===== config.mk =====
export PLATFORM = sky130hd
export DESIGN_NAME = uart_tx_serializer
export DESIGN_NICKNAME = d
export VERILOG_FILES = /design/src/rtl/uart_tx_serializer.sv
export SDC_FILE = /design/constraint.sdc
export NUM_CORES = 1
export LEC_CHECK = 0
export ABC_CLOCK_PERIOD_IN_PS = 2400
export BUFFER_PORTS_ARGS = -buffer_cell sky130_fd_sc_hd__buf_4
export CAP_MARGIN = 20
export CORE_MARGIN = 3
export CORE_UTILIZATION = 45
export CTS_CLUSTER_SIZE = 16
export DETAILED_ROUTE_END_ITERATION = 8
export GPL_ROUTABILITY_DRIVEN = 0
export PLACE_DENSITY = 0.69
export SKIP_LAST_GASP = 1
export SLEW_MARGIN = 20
export SYNTH_ARGS = -nofsm -noshare
export SYNTH_HDL_FRONTEND = slang
export SYNTH_SLANG_ARGS = --single-unit

===== constraint.sdc =====
create_clock -name CLK -period 2.4 [get_ports CLK]
set_input_delay 0.24 -clock CLK [delete_from_list [all_inputs] [get_ports CLK]]
set_output_delay 0.24 -clock CLK [all_outputs]
set_load 0.01 [all_outputs]

===== src/rtl/uart_tx_serializer.sv =====
// UART TX serializer: pops one byte per frame from the TX FIFO and shifts it out as
// start, 7/8 data bits LSB first, optional parity, and one stop bit, paced by a 16x baud enable.
module uart_tx_serializer #(
  parameter int RD_LATENCY = 2,
  parameter int OVERSAMPLE = 16
) (
  input  logic       CLK,
  input  logic       RESET_N,
  input  logic       baud_tick,
  input  logic       fifo_empty,
  input  logic [7:0] fifo_data,
  output logic       fifo_rd_n,
  input  logic       bit8,
  input  logic       parity_en,
  input  logic       odd_n_even,
  output logic       tx,
  output logic       tx_busy,
  output logic       tx_done
);

  // state   | meaning
  // IDLE    | line idle, waiting for FIFO data
  // RD_STB  | single-cycle FIFO read strobe
  // RD_WAIT | wait out FIFO read latency, capture byte and config on last cycle
  // START   | start bit (low)
  // DATA    | data bits, LSB first
  // PARITY  | parity bit
  // STOP    | stop bit (high), then next byte or idle
  localparam logic [2:0] IDLE    = 3'd0;
  localparam logic [2:0] RD_STB  = 3'd1;
  localparam logic [2:0] RD_WAIT = 3'd2;
  localparam logic [2:0] START   = 3'd3;
  localparam logic [2:0] DATA    = 3'd4;
  localparam logic [2:0] PARITY  = 3'd5;
  localparam logic [2:0] STOP    = 3'd6;

  localparam int            TW        = $clog2(OVERSAMPLE);
  localparam logic [TW-1:0] TICK_LOAD = TW'(OVERSAMPLE - 1);
  localparam logic [1:0]    LAT_LOAD  = 2'(RD_LATENCY - 1);

  logic [2:0]    state_q, state_d;
  logic [TW-1:0] tick_q, tick_d;
  logic [2:0]    bit_q, bit_d;
  logic [1:0]    lat_q, lat_d;
  logic [7:0]    shift_q, shift_d;
  logic          bit8_q, bit8_d;
  logic          par_en_q, par_en_d;
  logic          par_q, par_d;
  logic          tx_q, tx_d;
  logic          rd_n_q, rd_n_d;
  logic          busy_q, busy_d;
  logic          done_q, done_d;
  logic          timing, bit_end;

  assign timing  = (state_q == START) || (state_q == DATA) ||
                   (state_q == PARITY) || (state_q == STOP);
  assign bit_end = timing && baud_tick && (tick_q == '0);

  always_comb begin
    state_d  = state_q;
    tick_d   = tick_q;
    bit_d    = bit_q;
    lat_d    = lat_q;
    shift_d  = shift_q;
    bit8_d   = bit8_q;
    par_en_d = par_en_q;
    par_d    = par_q;
    done_d   = 1'b0;

    // tick counter runs down; a bit ends on the tick seen at zero
    if (timing && baud_tick && (tick_q != '0))
      tick_d = tick_q - TW'(1);

    case (state_q)
      IDLE: begin
        if (!fifo_empty) state_d = RD_STB;
      end
      RD_STB: begin
        lat_d   = LAT_LOAD;
        state_d = RD_WAIT;
      end
      RD_WAIT: begin
        if (lat_q == 2'd0) begin
          shift_d  = fifo_data;
          bit8_d   = bit8;
          par_en_d = parity_en;
          par_d    = (^(fifo_data & {bit8, 7'h7f})) ^ odd_n_even;
          tick_d   = TICK_LOAD;
          state_d  = START;
        end else begin
          lat_d = lat_q - 2'd1;
        end
      end
      START: begin
        if (bit_end) begin
          tick_d  = TICK_LOAD;
          bit_d   = bit8_q ? 3'd7 : 3'd6;
          state_d = DATA;
        end
      end
      DATA: begin
        if (bit_end) begin
          tick_d  = TICK_LOAD;
          shift_d = {1'b0, shift_q[7:1]};
          if (bit_q == 3'd0) state_d = par_en_q ? PARITY : STOP;
          else               bit_d   = bit_q - 3'd1;
        end
      end
      PARITY: begin
        if (bit_end) begin
          tick_d  = TICK_LOAD;
          state_d = STOP;
        end
      end
      STOP: begin
        if (bit_end) begin
          done_d  = 1'b1;
          state_d = fifo_empty ? IDLE : RD_STB;
        end
      end
      default: state_d = IDLE;
    endcase

    case (state_d)
      START:   tx_d = 1'b0;
      DATA:    tx_d = shift_d[0];
      PARITY:  tx_d = par_q;
      default: tx_d = 1'b1;
    endcase
    rd_n_d = (state_d != RD_STB);
    busy_d = (state_d != IDLE);
  end

  always_ff @(posedge CLK or negedge RESET_N) begin
    if (!RESET_N) begin
      state_q  <= IDLE;
      tick_q   <= '0;
      bit_q    <= 3'd0;
      lat_q    <= 2'd0;
      shift_q  <= 8'h00;
      bit8_q   <= 1'b0;
      par_en_q <= 1'b0;
      par_q    <= 1'b0;
      tx_q     <= 1'b1;
      rd_n_q   <= 1'b1;
      busy_q   <= 1'b0;
      done_q   <= 1'b0;
    end else begin
      state_q  <= state_d;
      tick_q   <= tick_d;
      bit_q    <= bit_d;
      lat_q    <= lat_d;
      shift_q  <= shift_d;
      bit8_q   <= bit8_d;
      par_en_q <= par_en_d;
      par_q    <= par_d;
      tx_q     <= tx_d;
      rd_n_q   <= rd_n_d;
      busy_q   <= busy_d;
      done_q   <= done_d;
    end
  end

  assign tx        = tx_q;
  assign fifo_rd_n = rd_n_q;
  assign tx_busy   = busy_q;
  assign tx_done   = done_q;

endmodule


==> flow_summary.ini, run 1 <==
[cts]
clkTransAtPathRegs_ns = 0.15
cts_buffers = 3
cts.sinks = 27
cts_tree = yes
cts_buffer_depth = 2
root_buffer = clkbuf_4
clk_latency_ns = 0.32
postCtsSetupBuffers = 0
cts_max_level = 1

[setup_path]
start_kind = register
cp_data_arrival_time_ns = 2.30
crit_required_ns = 2.67
rr_worst_depth = 4
path_class = register to register
cp_max_fo = 22
cpPeakStageDelay_ns = 0.74
slowest_stage = dfrtp_1
path_cells = a21boi_0 -> o221ai_1 -> or3_1 -> nand3_1
worstSetupEndpointType = register

[sta]
fin_crit_sh = 0.846
min_period_ns = 2.03
rsz0062_at_grt = false
finalMaxSlewViolations = 0
finalSetupViolations = 0
worst_slew_pin_slew_ns = 0.584
hold_viol = 0
final.setup.tns_ns = 0
slew_headroom = 0.611
max_freq_mhz = 493
clock_skew_ns = 0.00870

[logic_synthesis]
synth-async-reset-ratio = 1.00
synthDominantCellAreaShare = 0.388
syn_inst = 168
yosys.cell_types.count = 45
synth_seq_cells = 27
synth_area_sq_um = 1610
synth_area_leader_cell = dfrtp_1
synthTopCellsByCount = dfrtp_1 (25), nand2_1 (14), o21ai_0 (13)
synth_edf_count = 0
ys.flop_type = dfrtp_1
ys_seq_area_frac = 0.421
synth_most_common_cell = dfrtp_1
yosysWarnings = 0
netlist_top_cells_area = dfrtp_1 (39%), o21ai_0 (4.0%), ha_1 (3.9%)
synth.avg_cell_area_sq_um = 9.59
synthesis.nets = 188

[run_status]
status = complete, no violations

[global_route]
grt_pass1_vias = 1262
grt_pass1_wl_um = 5810
grt_usage = 0.168
grt_start_max_net_pins = 28
grt-ovfl-total = 0
antenna_found_initial = 0

[worst_hold_path]
min_path_type = input pin to register
min_path_cells = 3

[cells_and_area]
area_growth_pct = 12.0
fillers = 309
antenna_cells = 0
drive_gt1_frac = 0.174
fin_cells = 230
fin_nets = 205

[route]
remaining_drc_errors = 0
routed-via-count = 1307
detail-route-antenna-nets = 0
vias_per_cell = 5.68
firstDrtPassIters = 4
wirelength_um = 3310
drt-wirelength-per-cell_um = 14.4
initialDrtViolationCount = 60

[placed_design]
dpl.cell_count = 225
portBuffers = 18
hpwl_um = 2450

[run]
cap_violations = 0

[floorplanning]
die_w_um = 65.8
boundaryPins = 19
die_y_um = 65.8
dieArea_sq_um = 4340
row_count = 21
core-area_sq_um = 3390
start_util = 0.475

[power]
leakage_nw = 0.808
p_per_area_nw_per_um2 = 964
ir_drop_mv = 0.430
-- critical path, delay by kind of cell, from the launching register on --
family	cells	cell delay, ns
DFF	1	0.74
and+or+nand+nor	2	0.51
AOI/OAI and AO/OA	2	0.73
-- stage by stage --
stage	utilization	power [mW]	hold WS (ns)	instance area [sq um]	worst slack, ns
after floorplan	-	1.37	-0.0556	1610	0.701
after global placement	0.522	1.50	0.173	1770	0.477
after detailed placement	0.522	1.55	0.176	1770	0.408
after CTS	0.532	1.75	0.116	1800	0.380
after global routing	0.532	1.89	0.122	1800	0.172
final	0.532	1.74	0.121	1800	0.371
-- flip-flops by register name, indices dropped and copies added (netlist names) --
name,count
tx,1
tx_busy,1
bit8_q,1
par_en_q,1
fifo_rd_n,1
lat_q,2
tx_done,1
tick_q,4
state_q,3
shift_q,8
par_q,1
bit_q,3
-- metal layers --
metal	track usage	vias to the layer above	wire (um)
met5	0	-	0
met4	0.0518	0	31
met3	0.0170	4	133
met2	0.269	28	1560
met1	0.239	637	1590
li1	-	638	-
-- layout make-up --
cell class                 instances  area, sq um  area share
sequential                        27          678       0.376
clock buffer                       4         26.3      0.0146
multi-input combinational        120          833       0.462
tap                               46         57.6      0.0319
timing repair buffer              22          168      0.0929
inverter                          11         41.3      0.0229
-- layout by cell type (no fill, tap or decap), types with 2 or more instances in the layout --
| cell | netlist | final |
|---|---|---|
| nor3_1 | 2 | 2 |
| dfrtp_1 | 25 | 25 |
| inv_1 | 11 | 11 |
| o211ai_1 | 7 | 7 |
| nor2_1 | 10 | 10 |
| nand2b_1 | 9 | 9 |
| nand3_1 | 4 | 4 |
| xnor2_1 | 7 | 7 |
| a21o_1 | 7 | 7 |
| a21oi_1 | 4 | 4 |
| a221oi_1 | 2 | 2 |
| o21ai_0 | 13 | 13 |
| dfstp_2 | 2 | 2 |
| nand2_1 | 14 | 14 |
| buf_4 | 1 | 21 |
| mux2_2 | 2 | 2 |
| or3_1 | 3 | 3 |
| ha_1 | 5 | 5 |
| or4_1 | 2 | 2 |
| nor3b_1 | 2 | 2 |
| a22o_1 | 6 | 6 |
| clkbuf_4 | 0 | 3 |
-- final timing paths --
kind | slack (ns) | from | to
max in group asynchronous | 1.75 | RESET_N | tx
worst min-delay path | 0.12 | parity_en | par_en_q
worst max register to register | 0.37 | state_q[2] | tick_q[3]
min in group asynchronous | 0.34 | RESET_N | tx_done
worst min register to register | 0.50 | shift_q[5] | shift_q[5]
worst max-delay path | 0.37 | state_q[2] | tick_q[3]
-- report_power, final --
part	leakage [nW]	switching (mW)	internal (mW)
clock network	0.0150	0.135	0.0650
registers	0.312	0.172	0.638
logic	0.481	0.375	0.355
-- kinds of logic after synthesis --
group / share of synthesized area
buf+inv: 0.0621
flops: 0.421
simple gates: 0.179
mux: 0.0140
fa+ha+maj: 0.0388
xor+xnor: 0.0575
compound gates: 0.228
-- timing repair --
item	4_1_cts	5_1_grt
hold buffers	1	0
resized for setup	0	0
setup endpoints to repair	0	0
hold endpoints to repair	25	0
(Power assumes the default switching activity.)
==> run 2, diff against run 1 <==
- ABC_CLOCK_PERIOD_IN_PS: 2400 -> 2000
- clock period: 2.4 -> 2 ns (I/O delays scaled with it)
==> run 2 against run 1 <==
Compared with the run above: routed wire length increased by 1.5%; first-iteration DRC count grew 5.0%; die area unchanged; total power increased by 22%; via count up 1.4%; design area increased by 3.0%; core utilization increased by 1.6 points; clock skew is 0.013 ns higher; sequential power up 15%; worst setup slack got worse by 0.24 ns; critical path depth unchanged; cell count grew 2.2%; largest cell class unchanged; largest power group is now combinational cells.
==> flow_summary.ini, run 2 (synthesis results as in run 1) <==
[run_status]
status = complete, no violations

[floorplanning]
core-area_sq_um = 3390
row_count = 21
die_y_um = 65.8
boundaryPins = 19
die_w_um = 65.8
dieArea_sq_um = 4340
start_util = 0.475

[cts]
cts_buffers = 3
clkTransAtPathRegs_ns = 0.16
clk_latency_ns = 0.34
cts.sinks = 27
cts_tree = yes
cts_max_level = 1
root_buffer = clkbuf_4
cts_buffer_depth = 2

[cells_and_area]
reg.largest.list = shift_q: 8 flops, tick_q: 4 flops
fin_nets = 210
fin_cells = 235
drive_gt1_frac = 0.206
largest_reg_flops = 8
multi_input_area_sq_um = 845
area_growth_pct = 15.3
final_common_cell = buf_4
postLayoutCoreUtil = 0.548
seqCellArea_sq_um = 678
antenna_cells = 0
final_cell_mix = buf_4 (26), dfrtp_1 (25), nand2_1 (14)
regMostFlops = shift_q
fillers = 317
final_cell_area_sq_um = 1860

[global_route]
grt-ovfl-total = 0
antenna_found_initial = 0
grt_start_max_net_pins = 28
grt_pass1_vias = 1298
grt_usage = 0.169
grt_pass1_wl_um = 5730

[route]
routed.top_layer = met4
remaining_drc_errors = 0
drt-wirelength-per-cell_um = 14.3
firstDrtPassIters = 4
wirelength_um = 3360
wl_met3_um = 159
route.met2.wl_um = 1620
initialDrtViolationCount = 63
routed-via-count = 1325
m1WireLength_um = 1560
detail-route-antenna-nets = 0
vias_per_cell = 5.64

[worst_hold_path]
min_path_type = input pin to register

[power]
p_per_area_nw_per_um2 = 1140
finalPower_mw = 2.13
ir_drop_mv = 0.561
leakage_nw = 0.838

[setup_path]
worstSetupEndpointType = register
start_kind = register
path_class = register to register
cp_max_fo = 11
cp_data_arrival_time_ns = 2.14
crit_required_ns = 2.27

[placed_design]
portBuffers = 18
place_area_sq_um = 1810
place_ws_ns = 0.164
dpl.cell_count = 230
hpwl_um = 2560

[sta]
final.setup.tns_ns = 0
hold_ws_ns = 0.0561
fin_crit_sh = 0.936
fin_ws_ns = 0.129
worst_slew_pin_slew_ns = 0.463
clock_skew_ns = 0.0213
hold_viol = 0
finalSetupViolations = 0
max_freq_mhz = 534
slew_headroom = 0.691
finalMaxSlewViolations = 0
rsz0062_at_grt = false
min_period_ns = 1.87

[run]
cap_violations = 0
[run 2: cell count changes in the layout (fill, tap and decap cells not counted), sizes merged]
cell and delta:
inv +1, buf +5, clkbuf -1
[run 2: worst paths after layout]
kind	from	endpoint	slack, ns	cells past startpoint
setup / recovery	state_q[1]	bit_q[0]	0.13	4
hold / removal	parity_en	par_en_q	0.06	3
setup reg to reg	state_q[1]	bit_q[0]	0.13	4
hold reg to reg	shift_q[6]	shift_q[6]	0.51	1
max in group asynchronous	RESET_N	tx	1.40	2
min in group asynchronous	RESET_N	lat_q[1]	0.28	2
[run 2: area by class of cell]
class                   instances  share of cell area
flip-flops and latches         27               0.365
inverters                      11              0.0222
clock inverters                 1             0.00471
clock buffers                   3              0.0121
well taps                      46              0.0310
multi-input cells             120               0.455
repair buffers                 27               0.110
[run 2: what timing repair did]
action,CTS,global route
hold endpoints to repair,25,0
hold buffers,1,0
resized for setup,0,2
endpoints found under the setup margin,0,4
buffers inserted,0,0
[run 2: per-layer routing]
layer / vias up / track usage
li1: 646 / -
met1: 643 / 0.226
met2: 34 / 0.278
met3: 2 / 0.0408
met4: 0 / 0.0337
met5: - / 0
[run 2: power by group]
part	internal, mW	total [mW]	switching, mW	leakage, nW
registers	0.766	0.933	0.167	0.312
clock network	0.0816	0.253	0.171	0.0183
logic	0.452	0.940	0.489	0.507
total	1.30	2.13	0.827	0.838
[run 2: critical path, cell delays in order, from the launching register on]
cell and delay, ns:
dfrtp_1 0.52, nor3b_1 0.47, a21oi_1 0.22, or4_1 0.46, o211ai_1 0.13
==> run 3, diff against run 2 <==
- CORE_UTILIZATION: 45 -> 50
- HOLD_SLACK_MARGIN: not set -> 0.1
- PLACE_DENSITY: 0.69 -> 0.75
==> run 3 against run 2 <==
Compared with the run above: sequential cell count unchanged; global-route usage increased by 2.6 points; critical path depth unchanged; worst setup slack improved by 0.0021 ns; register-to-register slack about the same; sequential power increased by 1%; core utilization increased by 10 points; non-clock buffer count increased by 4; clock power decreased by 3%; die area decreased by 9.1%; critical endpoint is now tx; highest routed layer unchanged.
==> flow_summary.ini, run 3 (synthesis results as in run 1) <==
[run_status]
status = complete, no violations

[global_route]
grt_usage = 0.195
grt-ovfl-total = 0
grt_start_max_net_pins = 28
grt_pass1_vias = 1414
antenna_found_initial = 0
grt_pass1_wl_um = 6270

[setup_path]
path_class = register to register
r2r-start = state_q[2]
worstSetupEndpointType = register
setup.worst_path.start = state_q[2]
cp_data_arrival_time_ns = 2.14
crit_required_ns = 2.27
start_kind = register
cp_max_fo = 16

[floorplanning]
die_w_um = 62.8
boundaryPins = 19
die_y_um = 62.8
dieArea_sq_um = 3940
core-area_sq_um = 2900
start_util = 0.556
row_count = 19

[route]
detail-route-antenna-nets = 0
wirelength_um = 3440
remaining_drc_errors = 0
drt-wirelength-per-cell_um = 14.6
wl_met3_um = 177
route.met2.wl_um = 1710
initialDrtViolationCount = 116
routed-via-count = 1341
vias_per_cell = 5.71
routed.top_layer = met4
firstDrtPassIters = 5
m1WireLength_um = 1520

[sta]
clock_skew_ns = 0.00985
max_freq_mhz = 535
min_period_ns = 1.87
finalMaxSlewViolations = 0
worst_slew_pin_slew_ns = 0.448
slew_headroom = 0.702
fin_crit_sh = 0.935
finalSetupViolations = 0
final.setup.tns_ns = 0
hold_viol = 0
hold_ws_ns = 0.184
rsz0062_at_grt = false

[worst_hold_path]
min_from = fifo_data[5]
min_path_type = input pin to register

[placed_design]
place_area_sq_um = 1810
hpwl_um = 2600
dpl.cell_count = 227
portBuffers = 18

[cts]
cts_max_level = 1
cts_buffers = 3
clkTransAtPathRegs_ns = 0.15
root_buffer = clkbuf_4
cts_tree = yes
cts_buffer_depth = 2
clk_latency_ns = 0.33
postCtsSetupBuffers = 0
cts.sinks = 27

[cells_and_area]
largest_reg_flops = 8
fin_nets = 214
drive_gt1_frac = 0.212
regMostFlops = shift_q
final_common_cell = buf_4
postLayoutCoreUtil = 0.651
fin_cells = 235
antenna_cells = 0
final_cell_mix = buf_4 (27), dfrtp_1 (25), nand2_1 (14)
final_cell_area_sq_um = 1890
area_growth_pct = 17.2
fillers = 235
reg.largest.list = shift_q: 8 flops, tick_q: 4 flops

[power]
p_per_area_nw_per_um2 = 1130
ir_drop_mv = 0.506
leakage_nw = 0.853

[run]
cap_violations = 0
-- run 3: repair_timing --
action                                  in CTS  in global routing
endpoints found under the hold margin       30                  0
gates resized for setup                      0                  3
hold buffers                                 4                  0
endpoints found under the setup margin       0                  7
-- run 3: worst max-delay path: stages (launching register included) --
cell and delay (ns):
dfrtp_1 0.62, or3b_4 0.47, o32a_1 0.33, o21a_1 0.22
a32oi_2 0.17
-- run 3: final cells by class --
class | count | area (sq um) | area share
Multi-Input combinational cell | 120 | 847 | 0.449
Sequential cell | 27 | 678 | 0.359
Timing Repair Buffer | 31 | 243 | 0.129
Tap cell | 42 | 52.6 | 0.0278
Inverter | 11 | 41.3 | 0.0219
Clock buffer | 4 | 26.3 | 0.0139
-- run 3: path summary, 6_finish.rpt --
path                         endpoint  slack (ns)  cells past startpoint
min in group asynchronous     tx_busy        0.28                      2
max                                tx        0.13                      4
max in group asynchronous          tx        1.42                      2
min reg2reg                shift_q[5]        0.50                      1
max reg2reg                        tx        0.13                      4
min                        shift_q[5]        0.18                      3
-- run 3: metrics by stage --
step                power, mW  worst slack (ns)
finish                   2.13             0.131
global route             2.32            0.0212
CTS                      2.12            0.0519
detailed placement       1.87            0.0899
global placement         1.81             0.157
floorplan                1.64             0.301
-- run 3: power breakdown --
part	internal, mW	switching, mW
logic	0.453	0.486
registers	0.766	0.178
clock network	0.0783	0.167
-- run 3: layer usage --
layer | global-route usage | vias up
li1 | - | 652
met5 | 0 | -
met3 | 0.0270 | 4
met4 | 0.0799 | 0
met1 | 0.257 | 640
met2 | 0.324 | 45
